`src/rtl/i2s_rx_sched_pkg.sv`:
```
// Shared types and defaults for the I2S DSP receive transfer scheduler.
//   sched_state_e : scheduler FSM states
//   fifo_entry_t  : one buffered word with its channel tag
package i2s_rx_sched_pkg;

  localparam int unsigned FIFO_DEPTH_DEF = 4;
  localparam int unsigned CNT_W_DEF      = 16;

  typedef enum logic [2:0] {
    StIdle,
    StArm,
    StRun,
    StDrain,
    StDone
  } sched_state_e;

  typedef struct packed {
    logic        ch;
    logic [31:0] data;
  } fifo_entry_t;

endpackage

```
`src/rtl/i2s_rx_sched_fifo.sv`:
```
// Synchronous FIFO of tagged 32-bit words for the receive scheduler.
// The head entry is read straight from the storage registers, so a word pushed at
// cycle N is visible at N+1 (no fall-through). A push into a full FIFO succeeds
// when a pop happens in the same cycle.
//   sck_i/rst_i : clock, asynchronous active-high reset
//   push_i/data_i : write side; full_o reports no free slot
//   pop_i/data_o  : read side; empty_o reports no entry, data_o is the head
module i2s_rx_sched_fifo
  import i2s_rx_sched_pkg::*;
#(
  parameter int unsigned Depth = FIFO_DEPTH_DEF
) (
  input  logic        sck_i,
  input  logic        rst_i,
  input  logic        push_i,
  input  fifo_entry_t data_i,
  input  logic        pop_i,
  output fifo_entry_t data_o,
  output logic        full_o,
  output logic        empty_o
);

  localparam int unsigned AW = $clog2(Depth);
  localparam logic [AW:0] FullCnt = (AW + 1)'(Depth);

  fifo_entry_t       mem_q [Depth];
  logic [AW-1:0]     wr_ptr_q, rd_ptr_q;
  logic [AW:0]       cnt_q, cnt_d;
  logic              do_push, do_pop;

  assign full_o  = (cnt_q == FullCnt);
  assign empty_o = (cnt_q == '0);
  assign do_pop  = pop_i & ~empty_o;
  assign do_push = push_i & (~full_o | do_pop);
  assign data_o  = mem_q[rd_ptr_q];

  always_comb begin
    cnt_d = cnt_q;
    unique case ({do_push, do_pop})
      2'b10:   cnt_d = cnt_q + 1'b1;
      2'b01:   cnt_d = cnt_q - 1'b1;
      default: cnt_d = cnt_q;
    endcase
  end

  // Depth is a power of two, so the pointers wrap naturally.
  always_ff @(posedge sck_i or posedge rst_i) begin
    if (rst_i) begin
      wr_ptr_q <= '0;
      rd_ptr_q <= '0;
      cnt_q    <= '0;
      for (int i = 0; i < Depth; i++) begin
        mem_q[i] <= '0;
      end
    end else begin
      cnt_q <= cnt_d;
      if (do_push) begin
        mem_q[wr_ptr_q] <= data_i;
        wr_ptr_q        <= wr_ptr_q + 1'b1;
      end
      if (do_pop) begin
        rd_ptr_q <= rd_ptr_q + 1'b1;
      end
    end
  end

endmodule

```
`src/rtl/i2s_rx_dsp_sched.sv`:
```
// Transfer scheduler for the I2S DSP receive channel (sck_i domain).
// Arms the channel, counts accepted words, buffers them with a channel tag toward
// the uDMA RX stream, drains the buffer and signals the end with a done pulse.
// Optional watchdog: define I2S_RX_SCHED_TIMEOUT_EN to build the idle-cycle
// timeout; otherwise timeout_o is tied low and cfg_timeout_i is ignored.
//   cfg_*           : start/stop pulses and live transfer configuration
//   chan_*          : channel enable and word handshake from the receive channel
//   rx_*            : tagged word stream toward uDMA
//   busy_o/done_o   : transfer status, done_o is a one-cycle pulse
//   overflow_o/timeout_o : sticky error flags, cleared on the next start
//   word_count_o    : words accepted in the current transfer
module i2s_rx_dsp_sched
  import i2s_rx_sched_pkg::*;
#(
  parameter int unsigned FIFO_DEPTH = FIFO_DEPTH_DEF,
  parameter int unsigned CNT_W      = CNT_W_DEF,
  parameter int unsigned TMO_W      = 12
) (
  input  logic             sck_i,
  input  logic             rst_i,
  input  logic             cfg_start_i,
  input  logic             cfg_stop_i,
  input  logic [CNT_W-1:0] cfg_num_words_i,
  input  logic             cfg_2ch_i,
  input  logic [TMO_W-1:0] cfg_timeout_i,
  output logic             chan_en_o,
  input  logic [31:0]      chan_data_i,
  input  logic             chan_valid_i,
  output logic             chan_ready_o,
  output logic [31:0]      rx_data_o,
  output logic             rx_ch_o,
  output logic             rx_valid_o,
  input  logic             rx_ready_i,
  output logic             busy_o,
  output logic             done_o,
  output logic             overflow_o,
  output logic             timeout_o,
  output logic [CNT_W-1:0] word_count_o
);

  sched_state_e     state_q, state_d;
  logic [CNT_W-1:0] cnt_q, cnt_d;
  logic             ovf_q, ovf_d;
  logic             tag_q, tag_d;
  logic             init_q;
  logic             active, accept, last_word;
  logic             fifo_full, fifo_empty, fifo_push, fifo_pop;
  fifo_entry_t      push_entry, head_entry;

  assign active = (state_q == StArm) || (state_q == StRun);

  // init_q keeps chan_ready_o low while reset is applied. A full FIFO still takes
  // a word when the head is popped in the same cycle.
  assign chan_ready_o = init_q & (~fifo_full | rx_ready_i);
  assign accept       = chan_valid_i & chan_ready_o;
  assign rx_valid_o   = ~fifo_empty;
  assign fifo_pop     = rx_valid_o & rx_ready_i;

  assign last_word = (cfg_num_words_i != '0) &&
                     (((CNT_W + 1)'(cnt_q) + (CNT_W + 1)'(1)) == (CNT_W + 1)'(cfg_num_words_i));

  assign push_entry.ch   = tag_q & cfg_2ch_i;
  assign push_entry.data = chan_data_i;

  assign chan_en_o    = active;
  assign busy_o       = (state_q != StIdle);
  assign done_o       = (state_q == StDone);
  assign overflow_o   = ovf_q;
  assign word_count_o = cnt_q;
  assign rx_data_o    = head_entry.data;
  assign rx_ch_o      = head_entry.ch;

`ifdef I2S_RX_SCHED_TIMEOUT_EN
  logic             tmo_q, tmo_d;
  logic [TMO_W-1:0] idle_q, idle_d;

  assign timeout_o = tmo_q;
`else
  logic unused_tmo;

  assign unused_tmo = ^cfg_timeout_i;
  assign timeout_o  = 1'b0;
`endif

  always_comb begin
    state_d   = state_q;
    cnt_d     = cnt_q;
    ovf_d     = ovf_q;
    tag_d     = tag_q;
    fifo_push = 1'b0;
`ifdef I2S_RX_SCHED_TIMEOUT_EN
    tmo_d     = tmo_q;
    idle_d    = idle_q;
`endif
    unique case (state_q)
      StIdle: begin
        if (cfg_start_i && !cfg_stop_i) begin
          state_d = StArm;
          cnt_d   = '0;
          ovf_d   = 1'b0;
          tag_d   = 1'b0;
`ifdef I2S_RX_SCHED_TIMEOUT_EN
          tmo_d   = 1'b0;
          idle_d  = '0;
`endif
        end
      end
      StArm, StRun: begin
        if (accept) begin
          fifo_push = 1'b1;
          if (cnt_q != '1) begin
            cnt_d = cnt_q + 1'b1;
          end
          if (cfg_2ch_i) begin
            tag_d = ~tag_q;
          end
          state_d = StRun;
        end else if (chan_valid_i) begin
          // Dropped word: not counted, tag not toggled.
          ovf_d = 1'b1;
        end
`ifdef I2S_RX_SCHED_TIMEOUT_EN
        if (accept) begin
          idle_d = '0;
        end else begin
          idle_d = idle_q + 1'b1;
          if ((cfg_timeout_i != '0) && ((idle_q + 1'b1) == cfg_timeout_i)) begin
            tmo_d   = 1'b1;
            state_d = StDrain;
          end
        end
`endif
        // A stop coinciding with an accepted word keeps the word, then drains.
        if (cfg_stop_i || (accept && last_word)) begin
          state_d = StDrain;
        end
      end
      StDrain: begin
        if (fifo_empty) begin
          state_d = StDone;
        end
      end
      StDone: begin
        state_d = StIdle;
      end
      default: begin
        state_d = StIdle;
      end
    endcase
  end

  always_ff @(posedge sck_i or posedge rst_i) begin
    if (rst_i) begin
      state_q <= StIdle;
      cnt_q   <= '0;
      ovf_q   <= 1'b0;
      tag_q   <= 1'b0;
      init_q  <= 1'b0;
    end else begin
      state_q <= state_d;
      cnt_q   <= cnt_d;
      ovf_q   <= ovf_d;
      tag_q   <= tag_d;
      init_q  <= 1'b1;
    end
  end

`ifdef I2S_RX_SCHED_TIMEOUT_EN
  always_ff @(posedge sck_i or posedge rst_i) begin
    if (rst_i) begin
      tmo_q  <= 1'b0;
      idle_q <= '0;
    end else begin
      tmo_q  <= tmo_d;
      idle_q <= idle_d;
    end
  end
`endif

  i2s_rx_sched_fifo #(
    .Depth (FIFO_DEPTH)
  ) u_fifo (
    .sck_i   (sck_i),
    .rst_i   (rst_i),
    .push_i  (fifo_push),
    .data_i  (push_entry),
    .pop_i   (fifo_pop),
    .data_o  (head_entry),
    .full_o  (fifo_full),
    .empty_o (fifo_empty)
  );

endmodule
```
`config.mk`:
```
export PLATFORM = sky130hd
export DESIGN_NAME = i2s_rx_dsp_sched
export DESIGN_NICKNAME = d
export VERILOG_FILES = /design/src/rtl/i2s_rx_sched_pkg.sv /design/src/rtl/i2s_rx_sched_fifo.sv /design/src/rtl/i2s_rx_dsp_sched.sv
export SDC_FILE = /design/constraint.sdc
export NUM_CORES = 1
export LEC_CHECK = 0
export ABC_CLOCK_PERIOD_IN_PS = 7430
export CAP_MARGIN = 20
export CORE_ASPECT_RATIO = 1.1
export CORE_MARGIN = 1.5
export CORE_UTILIZATION = 30
export CTS_CLUSTER_SIZE = 28
export DETAILED_ROUTE_END_ITERATION = 10
export SLEW_MARGIN = 25
export SYNTH_ARGS = -nofsm -noshare
export SYNTH_HDL_FRONTEND = slang
export SYNTH_SLANG_ARGS = --single-unit
```
`constraint.sdc`:
```
create_clock -name sck_i -period 7.43 [get_ports sck_i]
set_input_delay 1.8575 -clock sck_i [delete_from_list [all_inputs] [get_ports sck_i]]
set_output_delay 1.8575 -clock sck_i [all_outputs]
set_load 0.05 [all_outputs]
```
==> flow_metrics.py, run 1 <==
metrics = {
    "cts": {
        "cts_tree": "done",
        "cts-resized-gates": 0,
        "clk_path_buf_depth": 2,
        "post_cts_buffers": 0,
        "cts_hold_buf": 0,
        "cts.sinks": 161,
        "clk_pin_slew_ps": 60,
        "cts_buffers": 17,
        "htreeDepth": 4,
        "clk_latency_ps": 430,
        "clockRootBuffer": "clkbuf_16",
    },
    "sta": {
        "finalCriticalPeriod_ps": 5530,
        "finClkSkew_ps": 19.0,
        "tightest_slew_ps": 1020,
        "setup_tns_ps": 0,
        "finalSetupViolations": 0,
        "hold_ws_ps": 474,
        "report.final.slew_viol_count": 0,
        "finalHoldViolCount": 0,
        "rsz0062_at_grt": "false",
        "setup_ws_ps": 1900,
        "period_share_pct": 74.4,
        "fmax_mhz": 181,
        "slew_headroom_pct": 31.8,
    },
    "critical_path": {
        "worstPathCellList": "clkdlybuf4s50_1, or4b_1, and2_1, clkdlybuf4s50_1",
        "cp_slowest_cell": "clkdlybuf4s50_1",
        "end_kind": "output pin",
        "critPathTopFamily": "buffers and inverters",
        "critical_path_buf_inv_count": 2,
        "rrSetupSlack_ps": 4600,
        "start_kind": "input pin",
        "reg2reg_from": "u_fifo.cnt_q[0]",
        "crit_fanout": 3,
        "required_ps": 5570,
        "crit_path_frequent_cell": "clkdlybuf4s50_1",
        "cp_data_arrival_time_ps": 3670,
        "crit_type": "input pin to output pin",
        "r2r-end": "u_fifo.cnt_q[2]",
        "reg2reg_depth": 10,
        "max_stage_delay_ps": 700,
    },
    "detailed_routing": {
        "viasPerCell": 4.82,
        "route.detailed.drc": 0,
        "drtPass1Iterations": 4,
        "dr_total_vias": 4993,
        "ant_nets": 0,
        "first_iter_violations": 224,
        "postRouteWirelength_um": 17900,
        "avgRoutedWirePerCell_um": 17.3,
    },
    "final_layout": {
        "layout-drive-gt1-share_pct": 29.3,
        "diodes": 0,
        "final_cell_mix": "dfrtp_1, mux2_2, clkdlybuf4s50_1, mux4_2, nand2_1",
        "final_common_cell": "dfrtp_1",
        "fin_util_pct": 38.6,
        "fin_nets": 751,
        "syn2layout_area_growth_pct": 25.3,
    },
    "synth": {
        "synth.distinct_cells": 58,
        "ys_seq_area_share_pct": 51.3,
        "yosys_most_used_dff": "dfrtp_1",
        "synth_nets": 655,
        "synth_cells": 581,
        "synth.top_cell.area_share_pct": 51.3,
        "yosysWarnings": 0,
        "synthTopCellsByArea": "dfrtp_1, mux2_2, mux4_2",
        "synth_edf_count": 0,
        "syn_avg_cell_area_sq_um": 13.5,
        "syn_area_sq_um": 7850,
        "synth_top_cell_by_area": "dfrtp_1",
        "postSynth.asyncResetShare_pct": 100,
        "synth-seq-cells": 161,
    },
    "global_route": {
        "top_usage_layer": "met2",
        "grt_usage_pct": 13.9,
        "antenna_found_initial": 0,
        "grt_util_met2_pct": 22.1,
        "grt_pass1_wl_um": 29100,
        "grt_pass1_vias": 5245,
        "overflow": 0,
        "grt_use_met1_pct": 19.1,
        "grt_max_degree": 66,
        "grt_use_met3_pct": 2.66,
    },
    "floorplanning": {
        "die_area_sq_um": 27100,
        "rows": 61,
        "die_h_um": 173,
        "ioPinCount": 123,
        "fp.coreArea_sq_um": 25500,
        "start_util_pct": 30.8,
        "floorplan.die.width_um": 157,
    },
    "place": {
        "dp_hpwl_um": 11200,
        "place_ws_ps": 1910,
        "port_buffers": 109,
        "place.gp.congestion": 0.820,
    },
    "min_path": {
        "hp-class": "flop to flop",
        "min_to": "tag_q",
        "hp-start": "tag_q",
        "whs_path_depth": 1,
    },
    "pwr": {
        "leakage_nw": 4.12,
        "powerDensity_nw_per_um2": 458,
        "ir_drop_mv": 0.308,
        "p_total_mw": 4.51,
    },
    "flow_run": {
        "maxCapViolations": 0,
    },
    "status": {
        "status": "finished, final reports clean",
    },
}
[stage by stage]
stage	instance area, sq um	cells
after CTS	9820	1034
final	9830	1035
after detailed placement	9250	1003
after global routing	9830	1035
after floorplan	7850	581
after global placement	9240	1003
[logic make-up after synthesis]
kind of cell / after synthesis / share of synthesized area, %
multiplexers: 167 / 28.6
flip-flops: 161 / 51.3
AND/OR/NAND/NOR: 106 / 7.38
AO/OA/AOI/OAI: 67 / 5.75
buffers and inverters: 46 / 2.84
XOR/XNOR: 25 / 2.79
adder cells (fa/ha/maj): 7 / 1.21
other: 2 / 0.0957
[Yosys cell counts, types with 2 or more instances]
master,n
xnor2_1,18
nand4_1,5
nor2_1,15
nand2b_1,10
and3_1,8
nand3_1,8
a21oi_1,16
a22o_1,2
nor2b_1,4
o32a_1,2
buf_2,16
ha_1,6
conb_1,2
o31ai_1,2
xor2_1,7
o21ai_0,12
and2_1,4
clkbuf_1,10
mux2i_1,5
a41oi_1,5
inv_1,10
or4_4,2
buf_4,6
mux2_2,119
dfrtp_1,161
a31oi_1,12
o21bai_1,2
and4_1,3
nor4_1,5
mux4_2,33
nor3_1,5
buf_1,3
nand2_1,29
mux2_1,10
[layer usage]
metal | vias up | wire [um]
met5 | - | 0
met2 | 96 | 8530
met3 | 13 | 559
li1 | 2334 | -
met1 | 2550 | 8600
met4 | 0 | 218
[sequential cells by signal, indices dropped and copies added, names as in the netlist]
register,count
u_fifo.mem_q,132
word_count_o,16
state_q,3
u_fifo.cnt_q,3
u_fifo.rd_ptr_q,2
u_fifo.wr_ptr_q,2
init_q,1
overflow_o,1
tag_q,1
[worst max path at each step]
stage | from | cells after the start | slack [ps] | end
detailed placement | rx_ready_i | 4 | 1910 | chan_ready_o
CTS | rx_ready_i | 4 | 1900 | chan_ready_o
global placement | rx_ready_i | 4 | 1920 | chan_ready_o
global route | rx_ready_i | 4 | 1850 | chan_ready_o
floorplan | rst_i | 1 | 1220 | init_q
finish | rx_ready_i | 4 | 1900 | chan_ready_o
[where the power goes]
group	switching [mW]	internal [mW]	total, mW
Clock	0.384	0.475	0.859
Combinational	1.16	0.978	2.14
Sequential	0.258	1.25	1.51
[worst reg2reg max path: stages (launching register included)]
cell and delay, ps:
dfrtp_1 410, or4b_1 570, nand3_1 300, nor2_2 220, inv_1 190, ha_1 210
inv_1 60, fa_1 370, xor2_1 150, nor2_1 120, xor2_1 150
[cell type report]
class,count,area (sq um)
timing repair buffer,113,1120
clock inverter,13,128
sequential,161,4030
tap,346,433
inverter,10,42.5
fill,2509,15700
multi-input combinational,374,3640
clock buffer,18,439
Note: power is estimated with default switching activity, not from simulation.
==> run 2, diff against run 1 <==
ABC_CLOCK_PERIOD_IN_PS = 5200   (was 7430)
clock period = 5.2 ns   (was 7.43 ns; I/O delays follow)
==> run 2 against run 1 <==
Against the previous run: sequential cell count unchanged; sequential power grew 44%; final cell count grew 0.48%; final area up 1.6%; hold slack improved by 5.3 ps; register-to-register slack worse by 2200 ps; critical path depth did not move; clock power is 68% higher; via count rose by 2.4%; routed wire length increased by 2.6%; utilization increased by 0.62 points; non-clock buffer count up 4; highest routed layer unchanged.
==> flow_metrics.py, run 2 (synthesis results as in run 1) <==
metrics = {
    "cts": {
        "cts_buffers": 17,
        "htreeDepth": 4,
        "post_cts_buffers": 0,
        "clk_pin_slew_ps": 60,
        "cts-resized-gates": 0,
        "cts.sinks": 161,
        "clk_latency_ps": 430,
        "cts_hold_buf": 0,
        "cts_tree": "done",
        "clockRootBuffer": "clkbuf_16",
        "clk_path_buf_depth": 2,
    },
    "place": {
        "port_buffers": 109,
        "place_area_sq_um": 9320,
        "dp_cells": 1007,
        "place.gp.congestion": 0.807,
        "dp_hpwl_um": 11600,
        "place_ws_ps": 809,
    },
    "min_path": {
        "whs_path_depth": 2,
        "hp-class": "flop to flop",
        "min_to": "u_fifo.mem_q[65]",
        "hp-start": "u_fifo.mem_q[65]",
    },
    "status": {
        "status": "finished, final reports clean",
    },
    "sta": {
        "finalHoldViolCount": 0,
        "hold_ws_ps": 480,
        "finalSetupViolations": 0,
        "finalCriticalPeriod_ps": 4400,
        "setup_tns_ps": 0,
        "tightest_slew_ps": 1040,
        "rsz0062_at_grt": "false",
        "report.final.slew_viol_count": 0,
        "fmax_mhz": 227,
        "slew_headroom_pct": 30.7,
        "setup_ws_ps": 804,
        "period_share_pct": 84.5,
        "finClkSkew_ps": 18.0,
    },
    "final_layout": {
        "final_cell_mix": "dfrtp_1, mux2_2, clkdlybuf4s50_1, mux4_2, nand2_1",
        "fin_area_sq_um": 9990,
        "finalNonFillerCells": 1040,
        "largest_reg_flops": 132,
        "fin_util_pct": 39.2,
        "layout-drive-gt1-share_pct": 29.3,
        "diodes": 0,
        "final_common_cell": "dfrtp_1",
        "syn2layout_area_growth_pct": 27.3,
        "regMostFlops": "u_fifo.mem_q",
        "fin_nets": 755,
    },
    "floorplanning": {
        "die_h_um": 173,
        "rows": 61,
        "fp.coreArea_sq_um": 25500,
        "die_area_sq_um": 27100,
        "ioPinCount": 123,
        "floorplan.die.width_um": 157,
        "start_util_pct": 30.8,
    },
    "critical_path": {
        "crit_fanout": 3,
        "reg2reg_from": "u_fifo.cnt_q[0]",
        "end_kind": "output pin",
        "crit_type": "input pin to output pin",
        "reg2reg_depth": 10,
        "r2r-end": "u_fifo.cnt_q[2]",
        "rrSetupSlack_ps": 2430,
        "required_ps": 3900,
        "start_kind": "input pin",
        "cp_data_arrival_time_ps": 3100,
    },
    "global_route": {
        "grt_max_degree": 162,
        "grt_pass1_wl_um": 29100,
        "overflow": 0,
        "antenna_found_initial": 0,
        "grt_pass1_vias": 5207,
        "grt_usage_pct": 13.8,
    },
    "flow_run": {
        "maxCapViolations": 0,
    },
    "detailed_routing": {
        "dr_total_vias": 5115,
        "postRouteWirelength_um": 18400,
        "ant_nets": 0,
        "first_iter_violations": 214,
        "avgRoutedWirePerCell_um": 17.7,
        "route.detailed.drc": 0,
        "viasPerCell": 4.92,
        "drtPass1Iterations": 4,
    },
    "pwr": {
        "powerDensity_nw_per_um2": 670,
        "p_total_mw": 6.70,
        "ir_drop_mv": 0.326,
        "leakage_nw": 4.17,
    },
}
run 2: per-layer routing:
metal	track usage (%)	part of all wire (%)
met2	22.0	48
met1	18.9	47
met5	0	0
met4	4.72	1.4
met3	2.53	3.4
run 2: layout make-up:
| type | count | area (sq um) |
|---|---|---|
| fillers | 2445 | 15500 |
| multi-input cells | 374 | 3620 |
| clock inverters | 11 | 226 |
| inverters | 10 | 41.3 |
| flip-flops and latches | 161 | 4030 |
| repair buffers | 117 | 1200 |
| clock buffers | 21 | 440 |
| well taps | 346 | 433 |
run 2: worst max path at each step:
stage	start	endpoint	slack (ps)	cells past startpoint
finish	rx_ready_i	chan_ready_o	800	4
global route	rx_ready_i	chan_ready_o	780	4
CTS	rx_ready_i	chan_ready_o	800	4
detailed placement	rx_ready_i	chan_ready_o	810	4
global placement	rx_ready_i	chan_ready_o	800	4
floorplan	rx_ready_i	chan_ready_o	1770	2
run 2: critical path: stages:
cell	delay (ps)
clkdlybuf4s50_1	400
or4b_1	500
and2_1	190
clkdlybuf4s50_1	700
run 2: report_power, final:
part | switching [mW] | internal [mW] | total, mW
Combinational | 1.67 | 1.42 | 3.08
Clock | 0.533 | 0.911 | 1.44
Sequential | 0.387 | 1.79 | 2.18
Total | 2.59 | 4.11 | 6.70
